===== config.mk =====
export PLATFORM = sky130hd
export DESIGN_NAME = matrix_memory
export DESIGN_NICKNAME = d
export VERILOG_FILES = /design/src/rtl/matrix_pkg.sv /design/src/rtl/clear_sequencer.sv /design/src/rtl/matrix_memory.sv
export SDC_FILE = /design/constraint.sdc
export NUM_CORES = 1
export LEC_CHECK = 0
export CAP_MARGIN = 20
export CELL_PAD_IN_SITES_DETAIL_PLACEMENT = 1
export CELL_PAD_IN_SITES_GLOBAL_PLACEMENT = 2
export CORE_MARGIN = 1.5
export CORE_UTILIZATION = 37
export DETAILED_ROUTE_END_ITERATION = 16
export PLACE_DENSITY_LB_ADDON = 0.2
export SYNTH_ARGS = -nofsm -noshare
export SYNTH_HDL_FRONTEND = slang
export SYNTH_SLANG_ARGS = --single-unit

===== constraint.sdc =====
create_clock -name clk_i -period 2.9 [get_ports clk_i]
set_input_delay 0.29 -clock clk_i [delete_from_list [all_inputs] [get_ports clk_i]]
set_output_delay 0.29 -clock clk_i [all_outputs]
set_load 0.02 [all_outputs]

===== src/rtl/matrix_pkg.sv =====
// Shared types and default geometry for the matrix memory block.
package matrix_pkg;

    typedef enum logic {
        IDLE  = 1'b0,
        CLEAR = 1'b1
    } state_e;

    localparam int DEFAULT_ROWS  = 2;
    localparam int DEFAULT_COLS  = 2;
    localparam int DEFAULT_WIDTH = 8;

    function automatic int max2(input int a, input int b);
        return (a > b) ? a : b;
    endfunction

endpackage


===== src/rtl/clear_sequencer.sv =====
// Zeroing-sweep controller: walks ptr from 0 to DEPTH-1, one address per cycle.
module clear_sequencer
    import matrix_pkg::*;
#(
    parameter int DEPTH = 4,
    parameter int PTR_W = 2
) (
    input  logic             clk_i,
    input  logic             rst_i,
    input  logic             start_i,
    output logic [PTR_W-1:0] ptr_o,
    output logic             busy_o,
    output logic             done_o
);

    localparam logic [PTR_W-1:0] LAST_PTR = PTR_W'(DEPTH - 1);

    state_e           state_q, state_d;
    logic [PTR_W-1:0] ptr_q, ptr_d;

    // Reset lands in CLEAR so the array is always swept before first use.
    always_ff @(posedge clk_i) begin
        if (rst_i) begin
            state_q <= CLEAR;
            ptr_q   <= '0;
        end else begin
            state_q <= state_d;
            ptr_q   <= ptr_d;
        end
    end

    // NOTE: every output of this block gets a default first so no path can infer a latch.
    always_comb begin
        state_d = state_q;
        ptr_d   = ptr_q;
        done_o  = 1'b0;
        unique case (state_q)
            IDLE: begin
                if (start_i) begin
                    state_d = CLEAR;
                    ptr_d   = '0;
                end
            end
            CLEAR: begin
                if (ptr_q == LAST_PTR) begin
                    state_d = IDLE;
                    ptr_d   = '0;
                    done_o  = 1'b1;
                end else begin
                    ptr_d = ptr_q + PTR_W'(1);
                end
            end
        endcase
    end

    assign ptr_o  = ptr_q;
    assign busy_o = (state_q == CLEAR);

endmodule


===== src/rtl/matrix_memory.sv =====
// ROWS x COLS element store with registered reads, range checking and a
// self-timed zeroing sweep on reset or clear request.
module matrix_memory
    import matrix_pkg::*;
#(
    parameter  int ROWS   = DEFAULT_ROWS,
    parameter  int COLS   = DEFAULT_COLS,
    parameter  int WIDTH  = DEFAULT_WIDTH,
    localparam int DEPTH  = ROWS * COLS,
    localparam int IDX_W  = max2(1, $clog2(max2(ROWS, COLS))),
    localparam int ADDR_W = max2(1, $clog2(DEPTH))
) (
    input  logic             clk_i,
    input  logic             rst_i,
    input  logic             clear_i,
    output logic             busy_o,
    input  logic             wr_en_i,
    input  logic [IDX_W-1:0] wr_row_i,
    input  logic [IDX_W-1:0] wr_col_i,
    input  logic [WIDTH-1:0] wr_data_i,
    input  logic             rd_en_i,
    input  logic [IDX_W-1:0] rd_row_i,
    input  logic [IDX_W-1:0] rd_col_i,
    output logic [WIDTH-1:0] rd_data_o,
    output logic             rd_valid_o,
    output logic             addr_err_o
);

    logic [ADDR_W-1:0] sweep_ptr;
    logic              busy;
    logic              sweep_done;

    clear_sequencer #(
        .DEPTH (DEPTH),
        .PTR_W (ADDR_W)
    ) u_clear_sequencer (
        .clk_i   (clk_i),
        .rst_i   (rst_i),
        .start_i (clear_i),
        .ptr_o   (sweep_ptr),
        .busy_o  (busy),
        .done_o  (sweep_done)
    );

    assign busy_o = busy;

    // The sweep may only finish as the last address is being zeroed.
    assert property (@(posedge clk_i) disable iff (rst_i)
        sweep_done |-> (busy && sweep_ptr == ADDR_W'(DEPTH - 1)));

    logic              wr_in_range, rd_in_range;
    logic              wr_ok, wr_oor, rd_ok, rd_oor;
    logic [ADDR_W-1:0] wr_addr, rd_addr;

    assign wr_in_range = (int'(wr_row_i) < ROWS) && (int'(wr_col_i) < COLS);
    assign rd_in_range = (int'(rd_row_i) < ROWS) && (int'(rd_col_i) < COLS);
    assign wr_addr     = ADDR_W'(int'(wr_row_i) * COLS + int'(wr_col_i));
    assign rd_addr     = ADDR_W'(int'(rd_row_i) * COLS + int'(rd_col_i));

    // A clear request in the same idle cycle takes priority over the write.
    assign wr_ok  = !busy && !rst_i && wr_en_i && wr_in_range && !clear_i;
    assign wr_oor = !busy && wr_en_i && !wr_in_range;
    assign rd_ok  = !busy && rd_en_i && rd_in_range;
    assign rd_oor = !busy && rd_en_i && !rd_in_range;

    logic [WIDTH-1:0] mem_q [DEPTH];

    // NOTE: the array has no reset branch; the sweep zeroes it so it maps onto plain RAM.
    always_ff @(posedge clk_i) begin
        if (busy && !rst_i) begin
            mem_q[sweep_ptr] <= '0;
        end else if (wr_ok) begin
            mem_q[wr_addr] <= wr_data_i;
        end
    end

    logic [WIDTH-1:0] rd_data_q, rd_data_d;
    logic             rd_valid_q, addr_err_q;

    // Sampling the array before this edge's write gives read-before-write.
    assign rd_data_d = rd_ok ? mem_q[rd_addr] : '0;

    always_ff @(posedge clk_i) begin
        if (rst_i) begin
            rd_data_q  <= '0;
            rd_valid_q <= 1'b0;
            addr_err_q <= 1'b0;
        end else begin
            rd_data_q  <= rd_data_d;
            rd_valid_q <= rd_ok;
            addr_err_q <= wr_oor || rd_oor;
        end
    end

    assign rd_data_o  = rd_data_q;
    assign rd_valid_o = rd_valid_q;
    assign addr_err_o = addr_err_q;

endmodule


Word level (Yosys, flattened, before mapping)
Memory sizes are Yosys's and may differ from the RTL's. A register that Yosys moved wholly into a read port is not among the register bits.
Index checks and enable logic that the tools add are counted.
{ "word_totals": {"n_memories": 1, "regBits": 4, "out_inout_bits": 11, "input_bits": 17, "mem_bits_rw": 32} }
{ "mem_list": {"columns": ["memory", "depth", "width", "rd", "rd_ports_with_merged_regs", "wr", "line", "text"], "rows": [
  ["mem_q", 4, 8, 1, 1, 1, "matrix_memory.sv:66", "logic [WIDTH-1:0] mem_q [DEPTH];"]
]} }
{ "classes": {"reduce_logical": 10, "n_addsub": 3, "mux": 14, "eq_ne": 2, "bitwise": 2} }
{ "op_table": {"columns": ["op", "count"], "rows": [
  ["$mux W1", 8],
  ["$mux W8", 1],
  ["$reduce_or A8 Y1", 1],
  ["$mux W2", 3],
  ["$logic_and A1 B1 Y1", 5],
  ["$add A2 B1 Y2", 2],
  ["$pmux W2 S2", 1],
  ["$logic_not A1 Y1", 3],
  ["$add A2 B1 Y2 const B", 1],
  ["$eq A2 B2 Y1 const B", 1],
  ["$ne A2 B2 Y1 const B", 1],
  ["$not A1 Y1", 2],
  ["$pmux W1 S2", 1],
  ["$reduce_or A2 Y1", 1]
]} }

Depth between registers and ports, before layout
Gate-level depths: netlist of run 1.
{ "logic_depth": {"word_depth": 9, "depth_mapped": 4, "depth_no_buf": 4} }

By module
A second synthesis of run 1 with hierarchy kept.
{ "unflattened": {"cells_unflattened": 98, "hier_area_um2": 1695.4} }
{ "by_module_without_submodules": {"columns": ["module", "area_per_inst_um2", "n_inst", "seq_area_each_um2", "cells_per_inst"], "rows": [
  ["matrix_memory", 1562.7, 1, 1141.1, 84],
  ["clear_sequencer", 132.6, 1, 60.1, 14]
]} }

Worst setup path after synthesis of run 1
Ideal clock, no wire load.
{ "synth_timing": {"kind": "register to register", "startpoint": "reg u_clear_sequencer.state_q (netlist: u_clear_sequencer.busy_o)", "endpoint": "mem mem_q[0][0] (netlist bit) (enable)", "required_ns": 2.515, "setup_ns": 0.385, "period_less_slack_ns": 2.251, "slack_ns": 0.649, "stages_incl_launch_ff": 4, "t_arrival_ns": 1.866, "n_path_buf": 0, "path_cell_list": "dfxtp_1 -> nor4b_4 -> mux2i_1 -> nor3b_1"} }
{ "synth_via": {"elab_chain_cells": 9} }
{ "synth_rtl": {"columns": ["element", "line", "text"], "rows": [
  ["from (decl)", "clear_sequencer.sv:18", "state_e state_q, state_d;"],
  ["from (signal assigned)", "clear_sequencer.sv:27", "state_q <= state_d;"],
  ["$logic_not A1 Y1", null, null],
  ["$logic_and A1 B1 Y1 (3 in a row)", "matrix_memory.sv:61", "assign wr_ok = !busy && !rst_i && wr_en_i && wr_in_range && !clear_i;"],
  ["$mux W1", "matrix_memory.sv:72", "end else if (wr_ok) begin"],
  ["$mux W1", "matrix_memory.sv:70", "if (busy && !rst_i) begin"],
  ["$mux W1 (implied by the code)", "matrix_memory.sv:73", "mem_q[wr_addr] <= wr_data_i;"],
  ["$reduce_or A8 Y1 (no line)", null, null],
  ["$mux W2 (no line) or $mux W1 (tied branches)", null, null],
  ["to (decl)", "matrix_memory.sv:66", null]
]} }
Several ways; a longest one is shown, not always the timed one.

Final worst setup path of run 1
{ "layout_timing": {"startpoint": "in rst_i", "endpoint": "mem mem_q[3][4] (netlist bit) (enable)"} }
{ "layout_via": {"elab_chain_cells": 9} }
{ "layout_rtl": {"columns": ["element", "line", "text"], "rows": [
  ["from (decl)", "matrix_memory.sv:14", "input logic rst_i,"],
  ["$logic_not A1 Y1 *", "matrix_memory.sv:61, matrix_memory.sv:70", null],
  ["$logic_and A1 B1 Y1 (3 in a row)", "matrix_memory.sv:61", null],
  ["$mux W1", "matrix_memory.sv:72", null],
  ["$mux W1", "matrix_memory.sv:70", null],
  ["$mux W1 (implied by the code)", "matrix_memory.sv:73", null],
  ["$reduce_or A8 Y1 (no line)", null, null],
  ["$mux W2 (no line) or $mux W1 (tied branches)", null, null]
]} }
Mark *: on every way between the ends. The rest lies on a longest branch, timed or not.

==> results of run 1 <==
## through the flow
step,setup WS (ns),cells,area (sq um)
finish,0.778,184,2110
global route,0.654,184,2110
CTS,0.740,184,2110
detailed placement,0.429,176,2020
global placement,0.525,176,2020
floorplan,0.649,100,1710
## power breakdown
part	internal, mW	switching, mW	leakage (nW)
clock network	0.194	0.182	0.0455
logic	0.0737	0.0751	0.321
registers	0.722	0.0214	0.411
total	0.990	0.279	0.778
## critical path: stages
cell and delay [ns]:
clkdlybuf4s50_1 0.57, nor4b_4 0.35, mux2i_1 0.17, nor2b_1 0.65
## flip-flops by register name (all words and copies together) (netlist names)
register / count
u_clear_sequencer.ptr_o: 2
mem_q: 32
rd_data_o: 8
u_clear_sequencer.busy_o: 1
rd_valid_o: 1
## kinds of logic after synthesis
kind of cell / share of synthesized area
DFF: 0.703
and+or+nand+nor: 0.130
muxes: 0.111
buffers and inverters: 0.0293
AOI/OAI and AO/OA: 0.0176
adders and majority gates: 0.00732
other: 0.00219
## final timing paths
kind / from / to / slack [ns] / cells after the start
worst max-delay path: rst_i / mem_q[3][4] / 0.78 / 4
worst min-delay path: u_clear_sequencer.ptr_o[0] / u_clear_sequencer.ptr_o[0] / 0.63 / 2
worst max register to register: u_clear_sequencer.busy_o / mem_q[3][4] / 0.91 / 3
worst min register to register: u_clear_sequencer.ptr_o[0] / u_clear_sequencer.ptr_o[0] / 0.63 / 2
## metal layers
layer	part of all wire	vias up
li1	-	435
met1	0.38	476
met2	0.59	13
met3	0.026	2
met4	0.0054	0
met5	0	-
## layout make-up
cell class / instances / area, sq um
timing repair buffer: 29 / 283
fill: 428 / 2310
clock buffer: 8 / 90.1
sequential: 44 / 1200
inverter: 3 / 11.3
tap: 52 / 65.1
multi-input combinational: 48 / 458
## cells in the mapped netlist, drive strengths merged (2+ instances only)
cell | number | area share
edfxtp | 32 | 0.56
dfxtp | 12 | 0.14
and2 | 9 | 0.039
and3 | 8 | 0.029
mux4 | 8 | 0.11
a21oi | 5 | 0.015
buf | 4 | 0.020
nor2 | 4 | 0.0088
inv | 3 | 0.0066
nor3b | 3 | 0.013
nand2 | 2 | 0.0044
nor4b | 2 | 0.019
==> flow_summary.yaml, run 1 <==
run_status:
  status: "finished, final reports clean"
floorplan:
  initial_core_util: 0.387
  die_x_um: 71.0
  fp-row-count: 24
  pin_count: 28
  fp.coreArea_sq_um: 4410
  dieArea_sq_um: 5040
  die_h_um: 71.0
yosys:
  yosys_most_used_dff: "edfxtp_1"
  ys_seq_area_frac: 0.703
  synth_edf_count: 32
  synthArstFlopShare: 0
  syn_area_sq_um: 1710
  syn_inst: 100
  synth-warning-count: 0
  ys_ff_latch: 44
  avgSynthCellArea_sq_um: 17.1
  syn_nets: 118
  synth_cell_types: 24
setup_path:
  critical_path_class: "primary input to flip-flop"
  cp_max_fo: 8
  crit_arrival_ns: 2.04
  critPathCaptureType: "flip-flop"
  crit_path_start_kind: "primary input"
  worstPathRequired_ns: 2.82
timing:
  hold_viol_final: 0
  setup_viol: 0
  skew_ns: 0.00276
  hold_slack_ns: 0.631
  max-slew-margin-rel: 0.474
  tightest_slew_ns: 0.787
  tns_ns: 0
  fmax_ghz: 0.471
  fin_crit_ns: 2.12
  rsz0062_at_grt: "no"
  period_share: 0.732
  final_max_slew_viol_count: 0
layout:
  diodes: 0
  fin_util: 0.478
  syn_to_final_growth_pct: 23.4
  fin_nets: 149
  final_cell_mix: "edfxtp_1 (32), clkdlybuf4s50_1 (26), dfxtp_1 (12)"
  final_common_cell: "edfxtp_1"
  drive_above_1_share: 0.205
job:
  drv_cap: 0
clock_network:
  cts_setup_buffers: 0
  clock_latency_ns: 0.28
  cts_max_level: 2
  clkTransAtPathRegs_ns: 0.07
  clock_path_buffers: 2
  cts_tree: "done"
  cts-resized-gates: 0
  cts_buffers: 5
  cts-root-buf: "clkbuf_8"
  hold_buffers: 0
  cts.sinks: 44
pwr:
  power_density_nw_per_um2: 602
  ir_drop_mv: 0.287
  power_mw: 1.27
  p_leak_nw: 0.778
drt:
  vias: 926
  antenna_left: 0
  drt-total-wl_um: 3170
  wl_per_cell_um: 17.3
  drt-pass1-iter-count: 4
  first_iter_violations: 34
  via_per_inst: 5.03
  route.detailed.drc: 0
global_route:
  grt_max_degree: 13
  use_met3: 0.0385
  use_met2: 0.270
  use_met1: 0.147
  busiest_layer: "met2"
  antenna_found_initial: 0
  grt.total_usage: 0.143
  grt_overflow: 0
  grt_first_pass_wirelength_um: 5220
  grt_pass1_vias: 1068
place:
  io_buffers: 26
  hpwl_um: 2230
  gp_congestion: 0.721
hold_path:
  hp-class: "flip-flop to flip-flop"
Power figures use the tool's default switching activity.
==> run 2: changes to the inputs <==
- CORE_UTILIZATION: 37 -> 34
- clock period: 2.9 -> 1.9 ns (I/O delays scaled with it)
==> run 2 against run 1 <==
  * Register-to-register slack got worse by 0.73 ns
  * Clock power grew 86%
  * Critical path depth is 2 higher
  * Combinational power up 96%
  * Non-clock buffer count is 12 higher
  * Die area rose by 8.4%
  * Flip-flop and latch count unchanged
  * Clock-buffer cell count decreased by 1
  * Final cell count rose by 15%
==> flow_summary.yaml, run 2 (synthesized netlist as in run 1, its figures left out) <==
global_route:
  antenna_found_initial: 0
  grt_max_degree: 14
  grt_pass1_vias: 1047
  grt.total_usage: 0.141
  grt_overflow: 0
  grt_first_pass_wirelength_um: 5370
run_status:
  status: "finished, final reports clean"
floorplan:
  fp-row-count: 25
  die_x_um: 73.9
  die_h_um: 73.9
  initial_core_util: 0.357
  fp.coreArea_sq_um: 4790
  pin_count: 28
  dieArea_sq_um: 5460
pwr:
  power_density_nw_per_um2: 935
  combPwrFrac: 0.138
  ir_drop_mv: 0.432
  intPower_mw: 1.66
  p_sw_mw: 0.467
  p_leak_nw: 0.857
  clkPwrFrac: 0.330
  pwr-share-seq: 0.532
  power_mw: 2.12
  netSwitchingFraction: 0.220
timing:
  final_max_slew_viol_count: 0
  setup_viol: 0
  fmax_ghz: 0.568
  fin_crit_ns: 1.76
  rsz0062_at_grt: "no"
  hold_slack_ns: 0.583
  period_share: 0.927
  skew_ns: 0.00848
  fin_ws_ns: 0.138
  hold_viol_final: 0
setup_path:
  worstPathRequired_ns: 1.91
  rrSetupSlack_ns: 0.18
  cp_num_cells: 6
  rr_worst_depth: 5
  critical_path_class: "primary input to flip-flop"
  r2r-start: "u_clear_sequencer.busy_o"
  cpPeakStageDelay_ns: 0.47
  path_delay_family: "buffers and inverters"
  critical-path-slowest-cell: "clkdlybuf4s50_1"
  critPathBufInv: 3
  critPathCaptureType: "flip-flop"
  cp_max_fo: 8
  crit_path_start_kind: "primary input"
  crit_end: "mem_q[1][6]"
  crit_chain: "clkdlybuf4s50_1 -> nor4b_4 -> mux2i_1 -> buf_4 -> and2_1 -> buf_12"
  timing.rr.end: "mem_q[1][6]"
  critPathLaunch: "rst_i"
  crit_arrival_ns: 1.78
clock_network:
  hold_buffers: 0
  cts_setup_buffers: 0
  clkTransAtPathRegs_ns: 0.07
  cts-resized-gates: 0
  clock_path_buffers: 2
  cts_tree: "done"
  cts.sinks: 44
  cts-root-buf: "clkbuf_8"
  cts_buffers: 5
  cts_max_level: 2
  clock_latency_ns: 0.30
job:
  drv_cap: 0
layout:
  diodes: 0
  regArea_sq_um: 1200
  drive_above_1_share: 0.278
  n_fill_cell: 469
  multi_input_area_sq_um: 469
  syn_to_final_growth_pct: 32.8
  layoutNonFillerInstCount: 211
  regMostFlops: "mem_q"
  final_common_cell: "edfxtp_1"
  fin_util: 0.474
  fin_nets: 161
  final_cell_mix: "edfxtp_1 (32), clkdlybuf4s50_1 (26), buf_4 (13), dfxtp_1 (12)"
  largest_reg_flops: 32
place:
  gp_congestion: 0.739
  place_inst: 203
  hpwl_um: 2530
  dp_slack_ns: -0.189
  io_buffers: 26
hold_path:
  hp-class: "flip-flop to flip-flop"
  min_from: "u_clear_sequencer.ptr_o[0]"
drt:
  antenna_left: 0
  route.detailed.drc: 0
  first_iter_violations: 48
  drt-total-wl_um: 3360
  drt-pass1-iter-count: 2
  vias: 965
  wl_per_cell_um: 15.9
  via_per_inst: 4.57
-- run 2: changes by cell type in the layout (fill, tap and decap cells not counted) --
cell,before,now
buf_12,0,2
clkbuf_8,6,5
nor3b_1,3,2
nor3b_4,0,1
bufinv_16,0,1
buf_4,3,13
-- run 2: worst register-to-register path: stages (launching register included) --
cell and delay, ns:
dfxtp_1 0.34, nor4b_4 0.32, mux2i_1 0.30, buf_4 0.17, and2_1 0.18, buf_12 0.14
-- run 2: worst min-delay path by stage --
stage | slack (ns) | depth (start not counted) | end
after floorplan | 0.28 | 2 | rd_valid_o
after global placement | 0.56 | 2 | u_clear_sequencer.ptr_o[0]
after detailed placement | 0.58 | 2 | u_clear_sequencer.ptr_o[0]
after CTS | 0.59 | 2 | u_clear_sequencer.ptr_o[0]
after global routing | 0.60 | 2 | mem_q[2][6]
final | 0.58 | 2 | u_clear_sequencer.ptr_o[0]
-- run 2: layout make-up --
type,count,area share
sequential,44,0.529
multi-input combinational,48,0.207
timing repair buffer,41,0.175
tap,67,0.0369
clock buffer,7,0.0336
clock inverter,1,0.0132
inverter,3,0.00496
-- run 2: metrics by stage --
| stage | TNS (ns) | area, sq um |
|---|---|---|
| after floorplan | 0 | 1720 |
| after global placement | -1.25 | 2160 |
| after detailed placement | -3.73 | 2160 |
| after CTS | 0 | 2270 |
| after global routing | 0 | 2270 |
| final | 0 | 2270 |
-- run 2: power by group through the flow --
stage / logic, mW / clock network, mW / registers [mW]
after floorplan: 0.148 / 0 / 1.15
after global placement: 0.283 / 0 / 1.15
after detailed placement: 0.297 / 0 / 1.15
after CTS: 0.298 / 0.719 / 1.13
after global routing: 0.322 / 0.754 / 1.14
final: 0.292 / 0.701 / 1.13
-- run 2: per-layer routing --
| metal | share of wire | global-route usage | routed length (um) | up-vias |
|---|---|---|---|---|
| li1 | - | - | - | 460 |
| met1 | 0.43 | 0.163 | 1430 | 480 |
| met2 | 0.52 | 0.238 | 1760 | 19 |
| met3 | 0.037 | 0.0384 | 125 | 6 |
| met4 | 0.012 | 0.0741 | 39 | 0 |
| met5 | 0 | 0 | 0 | - |
